[config.mk]
export PLATFORM = sky130hd
export DESIGN_NAME = seq_chunk_comparator
export DESIGN_NICKNAME = d
export VERILOG_FILES = /design/src/rtl/seq_chunk_comparator.sv
export SDC_FILE = /design/constraint.sdc
export NUM_CORES = 1
export LEC_CHECK = 0
export ABC_AREA = 1
export BUFFER_PORTS_ARGS = -buffer_cell sky130_fd_sc_hd__buf_2
export CAP_MARGIN = 0
export CORE_MARGIN = 10
export CORE_UTILIZATION = 49
export DETAILED_ROUTE_END_ITERATION = 10
export PLACE_DENSITY_LB_ADDON = 0.2
export SLEW_MARGIN = 30
export SYNTH_ARGS = -nofsm -noshare
export SYNTH_HDL_FRONTEND = slang
export SYNTH_SLANG_ARGS = --single-unit
[constraint.sdc]
create_clock -name clk -period 2.1 [get_ports clk]
set_clock_uncertainty 0.2 [all_clocks]
set_input_delay 0.21 -clock clk [delete_from_list [all_inputs] [get_ports clk]]
set_output_delay 0.21 -clock clk [all_outputs]
set_load 0.1 [all_outputs]
[src/rtl/seq_chunk_comparator.sv]
`default_nettype none
// +--------------------------------------------------------------------------+
// | Module      : seq_chunk_comparator                                       |
// | Description : Sequential N-bit magnitude comparator. Compares CHUNK bits |
// |               per clock, MSB chunk first, and exits at the first unequal |
// |               chunk. Result R = {gt, eq, lt}, one-hot, held until the    |
// |               next done pulse. Optional macro SEQ_CMP_SIGNED_EN adds a   |
// |               signed_mode input for two's complement ordering.           |
// | Revision    : 1.0 - initial release                                      |
// +--------------------------------------------------------------------------+
module seq_chunk_comparator #(
  parameter int N     = 16,
  parameter int CHUNK = 4
) (
  input  logic         clk,
  input  logic         rst_n,
  input  logic         start,
  input  logic [N-1:0] A,
  input  logic [N-1:0] B,
`ifdef SEQ_CMP_SIGNED_EN
  input  logic         signed_mode,
`endif
  output logic         busy,
  output logic         done,
  output logic [2:0]   R
);

  localparam int NCH  = (CHUNK > 0) ? (N / CHUNK) : 1;
  localparam int IDXW = (NCH > 1) ? $clog2(NCH) : 1;
  localparam logic [IDXW-1:0] LAST_IDX = IDXW'(NCH - 1);

  // Reject widths that do not split into whole chunks.
  generate
    if ((CHUNK < 1) || (CHUNK > N) || ((N % ((CHUNK > 0) ? CHUNK : 1)) != 0)) begin : g_param_check
      $error("seq_chunk_comparator: N must be a positive multiple of CHUNK");
    end
  endgenerate

  typedef enum logic [1:0] {
    S_IDLE = 2'd0,
    S_RUN  = 2'd1,
    S_DONE = 2'd2
  } state_e;

  state_e          state_q, state_d;
  logic [N-1:0]    a_q, a_d;
  logic [N-1:0]    b_q, b_d;
  logic [IDXW-1:0] idx_q, idx_d;
  logic            busy_q, busy_d;
  logic            done_q, done_d;
  logic [2:0]      r_q, r_d;
`ifdef SEQ_CMP_SIGNED_EN
  logic            signed_q, signed_d;
`endif

  logic [N-1:0]     a_sh, b_sh;
  logic [CHUNK-1:0] a_ch, b_ch;

  // Select the current chunk: shift it to the top, then take the top CHUNK bits.
  always_comb begin
    a_sh = a_q << (32'(idx_q) * CHUNK);
    b_sh = b_q << (32'(idx_q) * CHUNK);
    a_ch = a_sh[N-1 -: CHUNK];
    b_ch = b_sh[N-1 -: CHUNK];
`ifdef SEQ_CMP_SIGNED_EN
    // Flipping the sign bit of the leading chunk maps two's complement onto unsigned order.
    if (signed_q && (idx_q == '0)) begin
      a_ch[CHUNK-1] = ~a_ch[CHUNK-1];
      b_ch[CHUNK-1] = ~b_ch[CHUNK-1];
    end
`endif
  end

  // Next-state and registered-output logic for the IDLE/RUN/DONE handshake.
  always_comb begin
    state_d  = state_q;
    a_d      = a_q;
    b_d      = b_q;
    idx_d    = idx_q;
    busy_d   = busy_q;
    done_d   = 1'b0;
    r_d      = r_q;
`ifdef SEQ_CMP_SIGNED_EN
    signed_d = signed_q;
`endif
    case (state_q)
      S_RUN: begin
        if (a_ch > b_ch) begin
          r_d     = 3'b100;
          state_d = S_DONE;
          busy_d  = 1'b0;
          done_d  = 1'b1;
        end else if (a_ch < b_ch) begin
          r_d     = 3'b001;
          state_d = S_DONE;
          busy_d  = 1'b0;
          done_d  = 1'b1;
        end else if (idx_q == LAST_IDX) begin
          r_d     = 3'b010;
          state_d = S_DONE;
          busy_d  = 1'b0;
          done_d  = 1'b1;
        end else begin
          idx_d = idx_q + IDXW'(1);
        end
      end
      default: begin
        // IDLE and DONE behave identically: wait for start.
        if (start) begin
          a_d      = A;
          b_d      = B;
          idx_d    = '0;
          state_d  = S_RUN;
          busy_d   = 1'b1;
`ifdef SEQ_CMP_SIGNED_EN
          signed_d = signed_mode;
`endif
        end
      end
    endcase
  end

  // State and datapath registers; reset aborts any compare in flight.
  always_ff @(posedge clk or negedge rst_n) begin
    if (!rst_n) begin
      state_q  <= S_IDLE;
      a_q      <= '0;
      b_q      <= '0;
      idx_q    <= '0;
      busy_q   <= 1'b0;
      done_q   <= 1'b0;
      r_q      <= 3'b000;
`ifdef SEQ_CMP_SIGNED_EN
      signed_q <= 1'b0;
`endif
    end else begin
      state_q  <= state_d;
      a_q      <= a_d;
      b_q      <= b_d;
      idx_q    <= idx_d;
      busy_q   <= busy_d;
      done_q   <= done_d;
      r_q      <= r_d;
`ifdef SEQ_CMP_SIGNED_EN
      signed_q <= signed_d;
`endif
    end
  end

  assign busy = busy_q;
  assign done = done_q;
  assign R    = r_q;

endmodule
`default_nettype wire
==> results.txt <==
outcome: finished, violations left
failing checks: negative setup slack
syn_area_per_cell: 11.8 um^2
fillcell total: 251
combinational power share: 55.3%
Pleak: 0.00142 uW
row count: 23
first-pass GRT wire length: 7.65 mm
cell internal pwr: 2480 uW
GP Congestion: 0.911
slowest cell on the critical path: dfrtp_2
worst setup margin: -196 ps
EDFF count, synth: 0
remaining global-route overflow: 0
first drt pass iteration count: 4
CTS root buffer: clkbuf_8
Synth warnings: 0
Worst Hold Class: in -> async
Worst setup SP type: flip-flop
Post-synth top flop: dfrtp_1
commonest cells in the netlist: dfrtp_1 (40), mux2_4 (29), nand2_1 (28), nor2_1 (12)
Starting Density: 50.3%
n_diodes: 0
Vert. Die Dim: 83.8 um
worst vdd ir: 1.28 mV
vias per cell: 5.13
final worst path period share: 109%
antenna-violating nets left: 0
Place WS: -24.4 ps
Area Overhead vs Synth: 44.2%
net count after synthesis: 209
clock share of power: 12.9%
Critical Path End: idx_q[1]
Mapped Cells: 169
synth unique cells: 20
Pwr Density: 1460 nW/um^2
most common cell in the netlist: dfrtp_1
CTS buffer count: 5
Fin Setup TNS: -1080 ps
clock-pin slew on the worst setup and hold paths: 70 ps
ratio of cells with drive above 1 in the final layout: 47.6%
Fmax: 436 MHz
switching power: 1730 uW
CTS tree: done
# setup viols final: 8
final hold slack: 218 ps
#FFs+latches synth: 40
detailed placer's ending HPWL: 3.03 mm
RSZ-0062 raised after global routing: yes
post-synth top area share: 50.2%
vias: 1550
# DRC: 0
CP max stage delay: 510 ps
most used cell along the critical path: nand2_2
Switching Fraction: 41.2%
Clock Sink Count: 40
largest net degree at the start of global routing: 41
Critical Path RT: 2080 ps
Seq/Total Area, Yosys: 50.2%
Period minus WS final: 2300 ps
synthesized area: 2000 um^2
Inst Count DP: 255
Crit Path Class: reg -> reg
Routed WL per cell: 16.0 um
critical path fanouts, max: 8
htree depth: 2
crit path from: idx_q[0]
crit-path cells: clkinv_4, o21ai_0, o22ai_1, ha_1, nand2_2, inv_2, nand2_2, nand2_2, nand3_2, nand2_2, nand2_2, nand2_1, nand2_1
r2r worst-path depth: 13
GRT Overall Usage: 12.8%
reg2reg end: idx_q[1]
synth top area cells: dfrtp_1 (50%), mux2_4 (22%), nand2_1 (5.3%)
clk_lat worst skew: 280 ps
Hold Vio Cnt, Final: 0
area leader, netlist: dfrtp_1
vias in the first global route: 1605
nets: 292
Worst R2R Setup Slack: -200 ps
slew margin rel.: 60.0%
DRT Wirelength: 4.84 mm
IO Pins: 40
die area: 7030 um^2
Critical Path End Type: flip-flop
Slew Limit Fails: 0
initial antenna violation count: 0
overall die width: 83.8 um
ys async rst share: 100%
Max-Cap Viols: 0
Worst Path Arrival: 2280 ps
reg-to-reg critical path startpoint: idx_q[0]
DRT iter0 DRCs: 70
Slew @ Worst Pin: 600 ps
final std cells w/o fill: 302
CTS Buffer Depth: 2
part of the power in registers: 31.8%
core box area: 3970 um^2
Port Buffers: 39
[repair_timing]
action / 4_1_cts / 5_1_grt
endpoints found under the setup margin: 5 / 8
endpoints found under the hold margin: 73 / 0
cloned: 0 / 3
hold buffers: 34 / 0
buffers inserted: 1 / 2
pin swaps: 1 / 4
resized for setup: 4 / 28
[power by group through the flow]
stage | Clock, uW | Sequential, uW | Combinational [uW]
2_1_floorplan | 0 | 1510 | 1260
3_3_place_gp | 0 | 1310 | 1760
3_5_place_dp | 0 | 1320 | 1810
4_1_cts | 550 | 1310 | 1910
5_1_grt | 574 | 1380 | 2510
6_report | 543 | 1340 | 2330
[worst min path at each step]
stage,endpoint,depth (start not counted),startpoint,slack [ps]
after detailed placement,b_q[2],2,rst_n,-9
after global routing,b_q[2],3,rst_n,230
after floorplan,R[0],0,rst_n,-290
after CTS,b_q[2],3,rst_n,220
after global placement,b_q[13],2,rst_n,-9
final,b_q[2],3,rst_n,220
[sequential cells by signal (all words and copies together) (netlist names)]
register  flops
R             3
a_q          16
b_q          16
done          1
state_q       2
idx_q         2
[layer usage]
layer,GRT usage [%],vias to the layer above,share of wire [%]
li1,-,749,-
met1,16.0,762,45
met2,20.5,35,50
met3,4.00,4,5.2
met4,4.11,0,0.68
met5,0,-,0
[cell usage in the layout (no fill, tap or decap), drive strengths merged]
master / n
clkinv: 2
dfrtp: 40
buf: 46
o22ai: 4
dlygate4sd3: 34
mux2: 32
nor2: 12
a32o: 4
clkbuf: 9
o211ai: 1
ha: 5
inv: 10
nand3: 8
a21oi: 6
o21ai: 8
nand2: 31
[final cells by class]
| cell class | count | area, um^2 | area share [%] |
|---|---|---|---|
| clock buffers | 7 | 96.3 | 3.35 |
| repair inverters | 1 | 5.00 | 0.174 |
| repair buffers | 82 | 663 | 23.0 |
| flip-flops and latches | 40 | 1000 | 34.8 |
| well taps | 50 | 62.6 | 2.17 |
| inverters | 11 | 46.3 | 1.61 |
| multi-input cells | 111 | 1000 | 34.8 |
[cell families (layout without fill, tap and decap cells)]
logic type	after synthesis	count (layout)	synth area share (%)
AND/OR/NAND/NOR	51	51	11.0
flip-flops	40	40	50.2
multiplexers	32	32	23.5
AO/OA/AOI/OAI	23	23	7.15
buffers and inverters	18	101	5.08
adder cells (fa/ha/maj)	5	5	3.13
[worst max-delay path: cells and delay by family (launching register included)]
family	cells	cell delay [ps]
adder cells (fa/ha/maj)	1	320
AND/OR/NAND/NOR	8	570
buffers and inverters	2	200
AO/OA/AOI/OAI	2	390
flip-flops	1	510
[per-stage QoR]
step / cell area, um^2 / total power, uW / util (%)
final: 2880 / 4210 / 72.5
after global routing: 2880 / 4460 / 72.5
after CTS: 2710 / 3770 / 68.3
after detailed placement: 2250 / 3130 / 56.8
after global placement: 2250 / 3070 / 56.8
after floorplan: 2010 / 2760 / -
No activity file was read; power rests on OpenSTA's default activity.
